File: src/rtl/jtag_scan_sequencer.sv
// jtag_scan_sequencer: JTAG master that runs TAP reset, IR scan and DR scan commands and captures TDO.
module jtag_scan_sequencer #(
   parameter int MAX_LEN = 80,
   parameter int LEN_W   = 7
) (
   input  logic               CK,
   input  logic               RST,
   input  logic               cmd_valid,
   output logic               cmd_ready,
   input  logic [1:0]         cmd_op,
   input  logic [LEN_W-1:0]   cmd_len,
   input  logic [MAX_LEN-1:0] cmd_data,
   output logic               rsp_valid,
   input  logic               rsp_ready,
   output logic [MAX_LEN-1:0] rsp_data,
   output logic               rsp_err,
   output logic               busy,
   output logic               TCK_O,
   output logic               TMS_O,
   output logic               TDI_O,
   input  logic               TDO_I
);
   typedef enum logic [2:0] {IDLE, RESETSEQ, PRE, SHIFT, POST, RESP} state_t;
   state_t state, state_n;
   logic phase, phase_n, synced, synced_n, err, err_n;
   logic tck, tck_n, tms, tms_n, tdi, tdi_n;
   logic [1:0] op_q, op_n;
   logic [LEN_W-1:0] cnt, cnt_n, len_q, len_n, last_cnt;
   logic [MAX_LEN-1:0] data_q, data_n, cap, cap_n;
   logic shifting, last, illegal;
   assign shifting = state inside {RESETSEQ, PRE, SHIFT, POST};
   assign last_cnt = state == RESETSEQ ? LEN_W'(5) :
                     state == PRE ? (op_q == 2'd1 ? LEN_W'(3) : LEN_W'(2)) :
                     state == SHIFT ? len_q - LEN_W'(1) : LEN_W'(1);
   assign last = cnt == last_cnt;
   assign illegal = cmd_op == 2'd3 ||
                    (cmd_op != 2'd2 && (cmd_len == '0 || cmd_len > LEN_W'(MAX_LEN)));
   assign cmd_ready = state == IDLE;
   assign rsp_valid = state == RESP;
   assign rsp_data = cap;
   assign rsp_err = err;
   assign busy = shifting;
   assign TCK_O = tck;
   assign TMS_O = tms;
   assign TDI_O = tdi;
   // next state: accept, step the two-phase TCK through each segment, and hold the response until consumed
   always_comb begin
      state_n = state;
      phase_n = phase;
      cnt_n = cnt;
      synced_n = synced;
      op_n = op_q;
      len_n = len_q;
      data_n = data_q;
      cap_n = cap;
      err_n = err;
      tck_n = 1'b0;
      if (state == IDLE && cmd_valid) begin
         op_n = cmd_op;
         len_n = cmd_len;
         data_n = cmd_data;
         cap_n = '0;
         err_n = illegal;
         cnt_n = '0;
         phase_n = 1'b0;
         state_n = illegal ? RESP : (cmd_op == 2'd2 || !synced) ? RESETSEQ : PRE;
      end else if (shifting) begin
         phase_n = ~phase;
         tck_n = ~phase;
         if (phase) begin
            cnt_n = last ? '0 : cnt + LEN_W'(1);
            if (state == SHIFT) cap_n[cnt] = TDO_I;
            if (last) state_n = state == RESETSEQ ? (op_q == 2'd2 ? RESP : PRE) :
                                state == PRE ? SHIFT : state == SHIFT ? POST : RESP;
            if (last && state == RESETSEQ) synced_n = 1'b1;
         end
      end else if (state == RESP && rsp_ready) begin
         state_n = IDLE;
         cap_n = '0;
         err_n = 1'b0;
      end
      tms_n = state_n == RESETSEQ ? cnt_n != LEN_W'(5) :
              state_n == PRE ? (op_q == 2'd1 ? cnt_n < LEN_W'(2) : cnt_n == '0) :
              state_n == SHIFT ? cnt_n == len_q - LEN_W'(1) :
              state_n == POST ? cnt_n == '0 : ~synced_n;
      tdi_n = state_n == SHIFT && data_q[cnt_n];
   end
   // state and registered pins; reset drops TCK at once and discards any pending response
   always_ff @(posedge CK or posedge RST) begin
      if (RST) begin
         state <= IDLE;
         phase <= 1'b0;
         cnt <= '0;
         synced <= 1'b0;
         op_q <= '0;
         len_q <= '0;
         data_q <= '0;
         cap <= '0;
         err <= 1'b0;
         tck <= 1'b0;
         tms <= 1'b1;
         tdi <= 1'b0;
      end else begin
         state <= state_n;
         phase <= phase_n;
         cnt <= cnt_n;
         synced <= synced_n;
         op_q <= op_n;
         len_q <= len_n;
         data_q <= data_n;
         cap <= cap_n;
         err <= err_n;
         tck <= tck_n;
         tms <= tms_n;
         tdi <= tdi_n;
      end
   end
endmodule

File: config.mk
export PLATFORM = sky130hd
export DESIGN_NAME = jtag_scan_sequencer
export DESIGN_NICKNAME = d
export VERILOG_FILES = /design/src/rtl/jtag_scan_sequencer.sv
export SDC_FILE = /design/constraint.sdc
export NUM_CORES = 1
export LEC_CHECK = 0
export CAP_MARGIN = 10
export CORE_MARGIN = 5
export CORE_UTILIZATION = 57
export DETAILED_ROUTE_END_ITERATION = 12
export GPL_TIMING_DRIVEN = 1
export PLACE_DENSITY = 0.87
export SYNTH_ARGS = -nofsm -noshare
export SYNTH_HDL_FRONTEND = slang
export SYNTH_SLANG_ARGS = --single-unit
File: constraint.sdc
create_clock -name CK -period 8.4 [get_ports CK]
set_input_delay 0.84 -clock CK [delete_from_list [all_inputs] [get_ports CK]]
set_output_delay 0.84 -clock CK [all_outputs]
set_load 0.005 [all_outputs]
# Word level (Yosys, flattened, before mapping)
# Index checks and enable logic that the tools add are counted.
dict set report word_totals {
  out_inout_bits 87
  in_bits 94
  wordCells 105
  regBits 185
}
dict set report op_classes {
  bitwise_logic 2
  n_addsub 2
  reduce_logical 19
  eq_ne 20
  muxes 45
  magnitude_cmp 5
}
# cell count
set op_table {}
lappend op_table {{80-bit two-way mux} 5}
lappend op_table {{80-bit bitwise mux} 1}
lappend op_table {{7-bit two-way mux} 7}
lappend op_table {{3-bit two-way mux} 9}
lappend op_table {{1-bit two-way mux} 20}
lappend op_table {{7-bit by 8-bit < comparator with 1-bit output, second input constant} 2}
lappend op_table {{7-bit equality test} 2}
lappend op_table {{7-bit logical NOT} 2}
lappend op_table {{3-bit by 2-bit equality test with 1-bit output, second input constant} 4}
lappend op_table {{3-bit equality test, second input constant} 3}
lappend op_table {{7-bit by 1-bit adder with 7-bit output, second input constant} 1}
lappend op_table {{1-bit binary-select mux with 7-bit select} 1}
lappend op_table {{1-bit demux with 7-bit select} 1}
lappend op_table {{7-bit by 1-bit greater-or-equal comparator with 1-bit output, second input constant} 1}
lappend op_table {{7-bit > comparator, second input constant} 1}
lappend op_table {{7-bit by 2-bit < comparator with 1-bit output, second input constant} 1}
lappend op_table {{7-bit by 3-bit != test with 1-bit output, second input constant} 1}
lappend op_table {{7-bit by 1-bit subtractor with 7-bit output, second input constant} 1}
lappend op_table {{2-bit equality test, second input constant} 3}
lappend op_table {{3-bit by 1-bit equality test with 1-bit output, second input constant} 2}
lappend op_table {{1-bit logical AND} 6}
lappend op_table {{3-bit by 1-bit != test with 1-bit output, second input constant} 2}
lappend op_table {{2-bit nonzero test} 2}
lappend op_table {{4-bit nonzero test} 1}
lappend op_table {{other kinds (11)} 14}

# Depth between registers and ports, before layout
# Gate-level depths: netlist of the first run.
dict set report depth {
  ltp_word 15
  depth_mapped 18
  mapped_depth_nobuf 15
}

# Worst setup path before layout of the first run
# No wires, ideal clock.
dict set report synth_path {
  path_kind {register to register}
  start {reg len_q[0]}
  end {reg tdi (netlist: TDI_O)}
  required_time_ns 8.324
  n_path_buf 1
  setup_ns 0.076
  arrival_ns 3.941
  stages_incl_launch_ff 16
  synth_period_minus_slack_ns 4.018
  setup_slack_ns 4.382
  path_cell_list {dfrtp_1 -> inv_1 -> ha_1 -> or3b_4 -> o31a_1 -> nand4bb_1 -> a211o_1 -> a2111oi_4 -> nor2_2 -> a221o_1 -> buf_6 -> and2_4 -> and3_4 -> a211o_1 -> or4_1 -> o21ai_1}
}
dict set report synth_via {
  elab_chain_cells 12
  elab_cells_between_ends 17
  cone_classes {add/sub: 1; eq/ne: 2; mux: 13; reduce/logical: 1}
}
# element line
set synth_rtl {}
lappend synth_rtl {{from (decl)} 28} ;# logic [LEN_W-1:0] cnt, cnt_n, len_q, len_n, last_cnt;
lappend synth_rtl {{from (signal assigned)} 109} ;# len_q <= len_n;
lappend synth_rtl {{7-bit by 1-bit subtractor with 7-bit output} 34} ;# state == SHIFT ? len_q - LEN_W'(1) : LEN_W'(1);
lappend synth_rtl {{7-bit two-way mux} 34}
lappend synth_rtl {{7-bit two-way mux} 33} ;# state == PRE ? (op_q == 2'd1 ? LEN_W'(3) : LEN_W'(2)) :
lappend synth_rtl {{7-bit two-way mux} 32} ;# assign last_cnt = state == RESETSEQ ? LEN_W'(5) :
lappend synth_rtl {{7-bit equality test} 35} ;# assign last = cnt == last_cnt;
lappend synth_rtl {{7-bit two-way mux} 71} ;# cnt_n = last ? '0 : cnt + LEN_W'(1);
lappend synth_rtl {{7-bit two-way mux} 70} ;# if (phase) begin
lappend synth_rtl {{7-bit two-way mux} 67} ;# end else if (shifting) begin
lappend synth_rtl {{7-bit two-way mux} 58} ;# if (state == IDLE && cmd_valid) begin
lappend synth_rtl {{net cnt_n[4]} 28}
lappend synth_rtl {{1-bit binary-select mux with 7-bit select} 86} ;# tdi_n = state_n == SHIFT && data_q[cnt_n];
lappend synth_rtl {{1-bit two-way mux (implied by the code)} 86}
lappend synth_rtl {{1-bit logical AND} 86}
lappend synth_rtl {{net tdi_n} 26} ;# logic tck, tck_n, tms, tms_n, tdi, tdi_n;
lappend synth_rtl {{to (signal assigned)} 115} ;# tdi <= tdi_n;
lappend synth_rtl {{to (decl)} 26}
# The timed path passes the listed nets, and every way through them passes these cells. The select of a mux whose other input is x is not followed.
# A chain may end at the register's enable or synchronous reset.

# Worst setup path in the final report of the first run
dict set report layout_path {
  start {reg state[0]}
  end {reg tdi (netlist: TDI_O)}
}
dict set report layout_via {
  elab_chain_cells 12
  elab_cells_between_ends 29
  cone_classes {eq/ne: 7; mux: 17; reduce/logical: 5}
}
# element line
set layout_rtl {}
lappend layout_rtl {{from (decl)} 24} ;# state_t state, state_n;
lappend layout_rtl {{from (signal assigned)} 104} ;# state <= state_n;
lappend layout_rtl {{3-bit by 2-bit equality test with 1-bit output} {31, 34, 74}}
lappend layout_rtl {{7-bit two-way mux} 34}
lappend layout_rtl {{7-bit two-way mux} 33}
lappend layout_rtl {{7-bit two-way mux} 32}
lappend layout_rtl {{7-bit equality test} 35}
lappend layout_rtl {{7-bit two-way mux} 71}
lappend layout_rtl {{7-bit two-way mux} 70}
lappend layout_rtl {{7-bit two-way mux} 67}
lappend layout_rtl {{7-bit two-way mux} 58}
lappend layout_rtl {{1-bit binary-select mux with 7-bit select} 86}
lappend layout_rtl {{1-bit two-way mux (implied by the code)} 86}
lappend layout_rtl {{1-bit logical AND *} 86}
lappend layout_rtl {{net tdi_n} 26}
# The timed path passes the listed nets; every way through them passes the cells marked *. The select of a mux whose other input is x is not followed.

==> flow_metrics.tcl, run 1 <==
set metrics [dict create \
    via_count_of_the_first_global_routing_pass 8598 \
    final-instance-count-excl-fill 1490 \
    post_route_cells_drive_above_1_share 0.0528 \
    total_power_w 0.00376 \
    crit_fanout 86 \
    cpMostUsedCell "nor2_1" \
    min_period_over_period 0.609 \
    critPathSlowestCell "nor2_1" \
    clkLatencyLatePin_ps 440 \
    worst-endpoint-arrival_ps 5480 \
    drt-initial-drc-count 1061 \
    switching_share 0.405 \
    numPortBuffers 180 \
    worst_pin_slew_ps 1230 \
    yosys_register_bits 185 \
    synth_enable_flop_cells 0 \
    clock-skew-final_ps 10.2 \
    placeableCoreArea_mm2 0.0164 \
    floorplan.die_area_mm2 0.0193 \
    hold_class "flop to flop" \
    cts-root-buf "clkbuf_16" \
    dominantRegCellSynth "dfrtp_1" \
    post_synthesis_async_set_or_reset_flop_share 1.00 \
    flow.area_growth_from_synthesis_pct 26.7 \
    clk_path_buf_depth 2 \
    wirelength_mm 27.2 \
    final_max_slew_viol_count 0 \
    maxCapViolCount 0 \
    final-seq-area_mm2 0.00463 \
    syn_area_per_cell_um2 8.40 \
    num_io_pins 181 \
    placed_cells_incl_taps 1457 \
    tritoncts.num_buffers 17 \
    initial_util 0.576 \
    clock_power_share 0.215 \
    layout.cells.most_common_list "nand2_1, dfrtp_1, o21ai_0" \
    post_cts_setup_repair_bufs 0 \
    floorplan_die_height_um 139 \
    comb_power_share 0.422 \
    num_rows 47 \
    synth_seq_area_share 0.490 \
    fin_tns_setup_ps 0 \
    remaining_drc_errors 0 \
    syn-instance-count 1125 \
    mappedNetlistNets 1221 \
    critPathKind "flop to flop" \
    worst_slew_margin_rel 0.180 \
    final-hold-violation-count 0 \
    cellInternalPower_w 0.00224 \
    fmax_mhz 195 \
    synth_cell_type_count 68 \
    cts_repair_resize_count 0 \
    synth_top_cell_by_area "dfrtp_1" \
    timing.critical_path.to_type "flop" \
    global_route.overflow_total 0 \
    crit_chain "nor2_1 -> xor2_4 -> buf_4 -> nor2_1 -> nand3_1 -> o211ai_1 -> nand2b_1 -> inv_2 -> mux2_2 -> nor2_1 -> a31oi_1 -> a211oi_1 -> or4_1 -> o21ai_1" \
    hold_buffers 0 \
    net-switching-power_w 0.00152 \
    critical_path.max_stage_delay_ps 990 \
    synth_largest_type_area_fraction 0.487 \
    grt_start_max_net_pins 98 \
    drt_pass1_iterations 6 \
    final_antenna_net_count 0 \
    mostFrequentLayoutCell "nand2_1" \
    cp_top_family "simple AND/OR/NAND/NOR gates" \
    run_status "finished clean" \
    cts_tree "done" \
    vias 9076 \
    grt_antenna_before_repair 0 \
    horizontal_die_dimension_um 139 \
    critical_path.n_buffers_inverters 2 \
    globalRouteTotalUtil 0.278 \
    multi_input_area_mm2 0.00449 \
    globalplace.congestion 0.868 \
    p_leak_nw 5.31 \
    dpl.hpwl_mm 18.3 \
    setup_violations 0 \
    fill_cells 1176 \
    synth_top_cells_by_area "dfrtp_1, nand2_1, o21ai_0, a21oi_1, mux2i_1" \
    vias_per_cell 6.09 \
    num_antenna_cells 0 \
    clock_sink_count 185 \
    fin_nets 1353 \
    unrepaired_setup_endpoints_after_global_routing "false" \
    synthesis.yosys.warnings 0 \
    cp.required_ps 8760 \
    clk_pin_slew_ps 70 \
    fin_crit_ps 5120 \
    pwr_density_cell_mw_per_mm2 314 \
    ctsHtreeMaxLevel 4 \
    post_synth_instance_area_mm2 0.00945 \
    start_kind "flop" \
    global_route_wire_length_before_repair_mm 44.2 \
    peakVddDrop_uv 261 \
    routedWlPerCell_um 18.3 \
    share_of_power_burned_in_registers 0.363 \
]
## cell families after synthesis
kind of cell / after synthesis / share of synthesized area
flops: 185 / 0.490
compound gates: 350 / 0.211
xor+xnor: 15 / 0.0155
mux: 39 / 0.0420
buf+inv: 97 / 0.0401
simple gates: 437 / 0.199
fa+ha+maj: 2 / 0.00265
## final cells by class
cell class,count,area share
Inverter,17,0.00575
Tap cell,220,0.0230
Timing Repair Buffer,193,0.160
Sequential cell,185,0.387
Clock buffer,19,0.0362
Clock inverter,13,0.0135
Multi-Input combinational cell,843,0.375
## synthesized netlist by cell type, types with 10 or more instances
cell type  number
nand2_1       316
dfrtp_1       184
o21ai_0       182
a21oi_1       100
clkbuf_1       68
mux2i_1        34
nor2_1         32
inv_1          15
nand3_1        15
nor3_1         14
xnor2_1        13
nand2b_1       10
## tightest hold or removal path: stages, from the launching register on
cell and delay, ps:
dfrtp_1 340, nand2_1 50, nand2_1 50
## sequential cells by signal, summed over array words and instances, names as in the netlist
name      cells
op_q          2
TDI_O         1
TMS_O         1
data_q       80
cnt           7
rsp_data     80
state         3
TCK_O         1
synced        1
phase         1
len_q         7
rsp_err       1
## per-layer routing
| layer | share of wire | track usage | wire length [um] | vias to the layer above |
|---|---|---|---|---|
| met5 | 0 | 0 | 0 | - |
| met4 | 0.029 | 0.0994 | 793 | 0 |
| met3 | 0.085 | 0.0597 | 2310 | 78 |
| met2 | 0.48 | 0.460 | 13100 | 503 |
| met1 | 0.41 | 0.364 | 11000 | 4330 |
| li1 | - | - | - | 4165 |
## through the flow
stage | instance area [um^2] | util | setup WS (ps) | hold slack (ps)
floorplan | 9450 | - | 2530 | 440
global placement | 11400 | 0.692 | 3610 | 458
detailed placement | 11400 | 0.692 | 3450 | 463
CTS | 11900 | 0.728 | 3300 | 480
global route | 12000 | 0.730 | 2870 | 500
finish | 12000 | 0.730 | 3280 | 479
## path summary, 6_finish.rpt
path | from | end | slack [ps] | cells past startpoint
worst max-delay path | state[0] | TDI_O | 3280 | 14
worst min-delay path | data_q[51] | data_q[51] | 480 | 2
worst max register to register | state[0] | TDI_O | 3280 | 14
worst min register to register | data_q[51] | data_q[51] | 480 | 2
max in group asynchronous | RST | TDI_O | 6230 | 4
min in group asynchronous | RST | rsp_data[10] | 950 | 2
## power groups by stage
stage	Combinational [W]	Clock, W	Sequential (W)
2_1_floorplan	0.00123	0	0.00125
4_1_cts	0.00157	0.000810	0.00135
5_1_grt	0.00176	0.000853	0.00139
3_5_place_dp	0.00154	0	0.00137
3_3_place_gp	0.00150	0	0.00135
6_report	0.00159	0.000809	0.00136
Power figures use the tool's default switching activity.
==> run 2, diff against run 1 <==
--- a/config.mk
+++ b/config.mk
@@ -7,10 +7,10 @@
 export LEC_CHECK = 0
 export CAP_MARGIN = 10
 export CORE_MARGIN = 5
-export CORE_UTILIZATION = 57
+export CORE_UTILIZATION = 53
 export DETAILED_ROUTE_END_ITERATION = 12
 export GPL_TIMING_DRIVEN = 1
-export PLACE_DENSITY = 0.87
+export PLACE_DENSITY = 0.81
 export SYNTH_ARGS = -nofsm -noshare
 export SYNTH_HDL_FRONTEND = slang
 export SYNTH_SLANG_ARGS = --single-unit
==> constraint.sdc (replaced) <==
create_clock -name CK -period 5 [get_ports CK]
set_input_delay 0.5 -clock CK [delete_from_list [all_inputs] [get_ports CK]]
set_output_delay 0.5 -clock CK [all_outputs]
set_load 0.005 [all_outputs]
==> flow_metrics.tcl, run 2 (same netlist as run 1, synthesis figures left out) <==
set metrics [dict create \
    dr.max_layer_used "met4" \
    worst_pin_slew_ps 1270 \
    wirelength_met1_mm 11.3 \
    mostFrequentLayoutCell "nand2_1" \
    min_period_over_period 0.903 \
    routedWlPerCell_um 18.5 \
    maxCapViolCount 0 \
    post_cts_setup_repair_bufs 0 \
    clk_path_buf_depth 2 \
    cp_top_family "compound AO/OA/AOI/OAI gates" \
    p_leak_nw 5.34 \
    cts_repair_resize_count 0 \
    start_kind "flop" \
    floorplan_die_height_um 144 \
    fmax_mhz 222 \
    worst-endpoint-arrival_ps 4870 \
    global_route.overflow_total 0 \
    horizontal_die_dimension_um 144 \
    peakVddDrop_uv 323 \
    hold_class "flop to flop" \
    clkLatencyLatePin_ps 450 \
    dpl.hpwl_mm 18.8 \
    final-hold-violation-count 0 \
    met2RoutedLength_mm 13.4 \
    critPathKind "flop to flop" \
    cts-root-buf "clkbuf_16" \
    hold_buffers 0 \
    clock_sink_count 185 \
    cp.required_ps 5360 \
    wirelength_mm 27.9 \
    worst_slew_margin_rel 0.149 \
    setup_violations 0 \
    ctsHtreeMaxLevel 4 \
    final_core_utilization 0.691 \
    num_io_pins 181 \
    critPathSlowestCell "a211oi_1" \
    fill_cells 1424 \
    critical_path.max_stage_delay_ps 510 \
    drt-initial-drc-count 951 \
    final_antenna_net_count 0 \
    drt_pass1_iterations 5 \
    flow.area_growth_from_synthesis_pct 27.4 \
    post-route-worst-setup-slack_ps 486 \
    pwr_density_cell_mw_per_mm2 528 \
    globalRouteTotalUtil 0.271 \
    numPortBuffers 180 \
    unrepaired_setup_endpoints_after_global_routing "false" \
    via_count_of_the_first_global_routing_pass 8670 \
    initial_util 0.542 \
    area_of_all_placed_cells_without_fillers_mm2 0.0120 \
    global_route_wire_length_before_repair_mm 44.7 \
    final-instance-count-excl-fill 1503 \
    final_max_slew_viol_count 0 \
    vias 9059 \
    timing.critical_path.to_type "flop" \
    placed_cells_incl_taps 1471 \
    critical_path.n_buffers_inverters 2 \
    grt_start_max_net_pins 186 \
    num_rows 48 \
    placeableCoreArea_mm2 0.0174 \
    remaining_drc_errors 0 \
    fin_crit_ps 4510 \
    crit_fanout 14 \
    fin_nets 1361 \
    post_route_cells_drive_above_1_share 0.0634 \
    vias_per_cell 6.03 \
    grt_antenna_before_repair 0 \
    crit_chain "inv_1 -> ha_1 -> or3b_4 -> o31a_1 -> nand4bb_1 -> a211o_1 -> a211oi_1 -> o31a_1 -> or2_2 -> inv_1 -> and2_4 -> and3_4 -> a211o_1 -> or4_1 -> o21ai_1" \
    clock-skew-final_ps 17.0 \
    num_antenna_cells 0 \
    clk_pin_slew_ps 70 \
    place_area_mm2 0.0115 \
    met3_layer_wire_length_in_the_routed_design_mm 2.34 \
    run_status "finished clean" \
    fin_tns_setup_ps 0 \
    floorplan.die_area_mm2 0.0206 \
    cts_tree "done" \
    place_ws_ps 552 \
    globalplace.congestion 0.863 \
    tritoncts.num_buffers 17 \
    layout.cells.most_common_list "nand2_1, dfrtp_1, o21ai_0" \
]
run 2: final timing paths:
path	slack, ps	start	depth (start not counted)	endpoint
worst max-delay path	490	len_q[0]	15	TDI_O
worst min register to register	470	data_q[67]	2	data_q[67]
worst min-delay path	470	data_q[67]	2	data_q[67]
min in group asynchronous	640	RST	3	rsp_data[17]
max in group asynchronous	3550	RST	3	data_q[60]
worst max register to register	490	len_q[0]	15	TDI_O
run 2: layout make-up:
cell class                      instances  area, um^2  area share
Multi-Input combinational cell        843        4510       0.374
Inverter                               17        67.6     0.00561
Sequential cell                       185        4630       0.385
Clock inverter                         15         154      0.0128
Tap cell                              225         282      0.0234
Timing Repair Buffer                  201        1970       0.164
Clock buffer                           17         425      0.0353
run 2: worst register-to-register path: stages, from the launching register on:
cell       delay (ps)
dfrtp_1           400
inv_1             140
ha_1              200
or3b_4            420
o31a_1            280
nand4bb_1         190
a211o_1           390
a211oi_1          510
o31a_1            170
or2_2             290
inv_1             270
and2_4            220
and3_4            170
a211o_1           270
or4_1             400
o21ai_1           130
run 2: where the power goes:
| group | leakage [nW] | total (W) | internal (W) | switching (W) |
|---|---|---|---|---|
| clock | 0.278 | 0.00133 | 0.000667 | 0.000662 |
| sequential | 2.43 | 0.00224 | 0.00189 | 0.000349 |
| combinational | 2.63 | 0.00279 | 0.00116 | 0.00164 |
| total | 5.34 | 0.00636 | 0.00371 | 0.00265 |
run 2: metrics by stage:
step	power [W]	hold slack, ps
6_report	0.00636	475
5_1_grt	0.00677	495
4_1_cts	0.00632	480
3_5_place_dp	0.00499	462
3_3_place_gp	0.00490	454
2_1_floorplan	0.00417	440
run 2: routing by layer:
metal / vias up / track usage
met1: 4329 / 0.363
met5: - / 0
met2: 492 / 0.448
met4: 0 / 0.0922
met3: 71 / 0.0476
li1: 4167 / -
==> run 3, diff against run 2 <==
--- a/config.mk
+++ b/config.mk
@@ -8,6 +8,7 @@
 export CAP_MARGIN = 10
 export CORE_MARGIN = 5
 export CORE_UTILIZATION = 53
+export CTS_BUF_LIST = sky130_fd_sc_hd__clkbuf_4 sky130_fd_sc_hd__clkbuf_8 sky130_fd_sc_hd__clkbuf_16
 export DETAILED_ROUTE_END_ITERATION = 12
 export GPL_TIMING_DRIVEN = 1
 export PLACE_DENSITY = 0.81
==> results of run 3 <==
The final DEF is identical to that of run 2; final timing and power are the same.
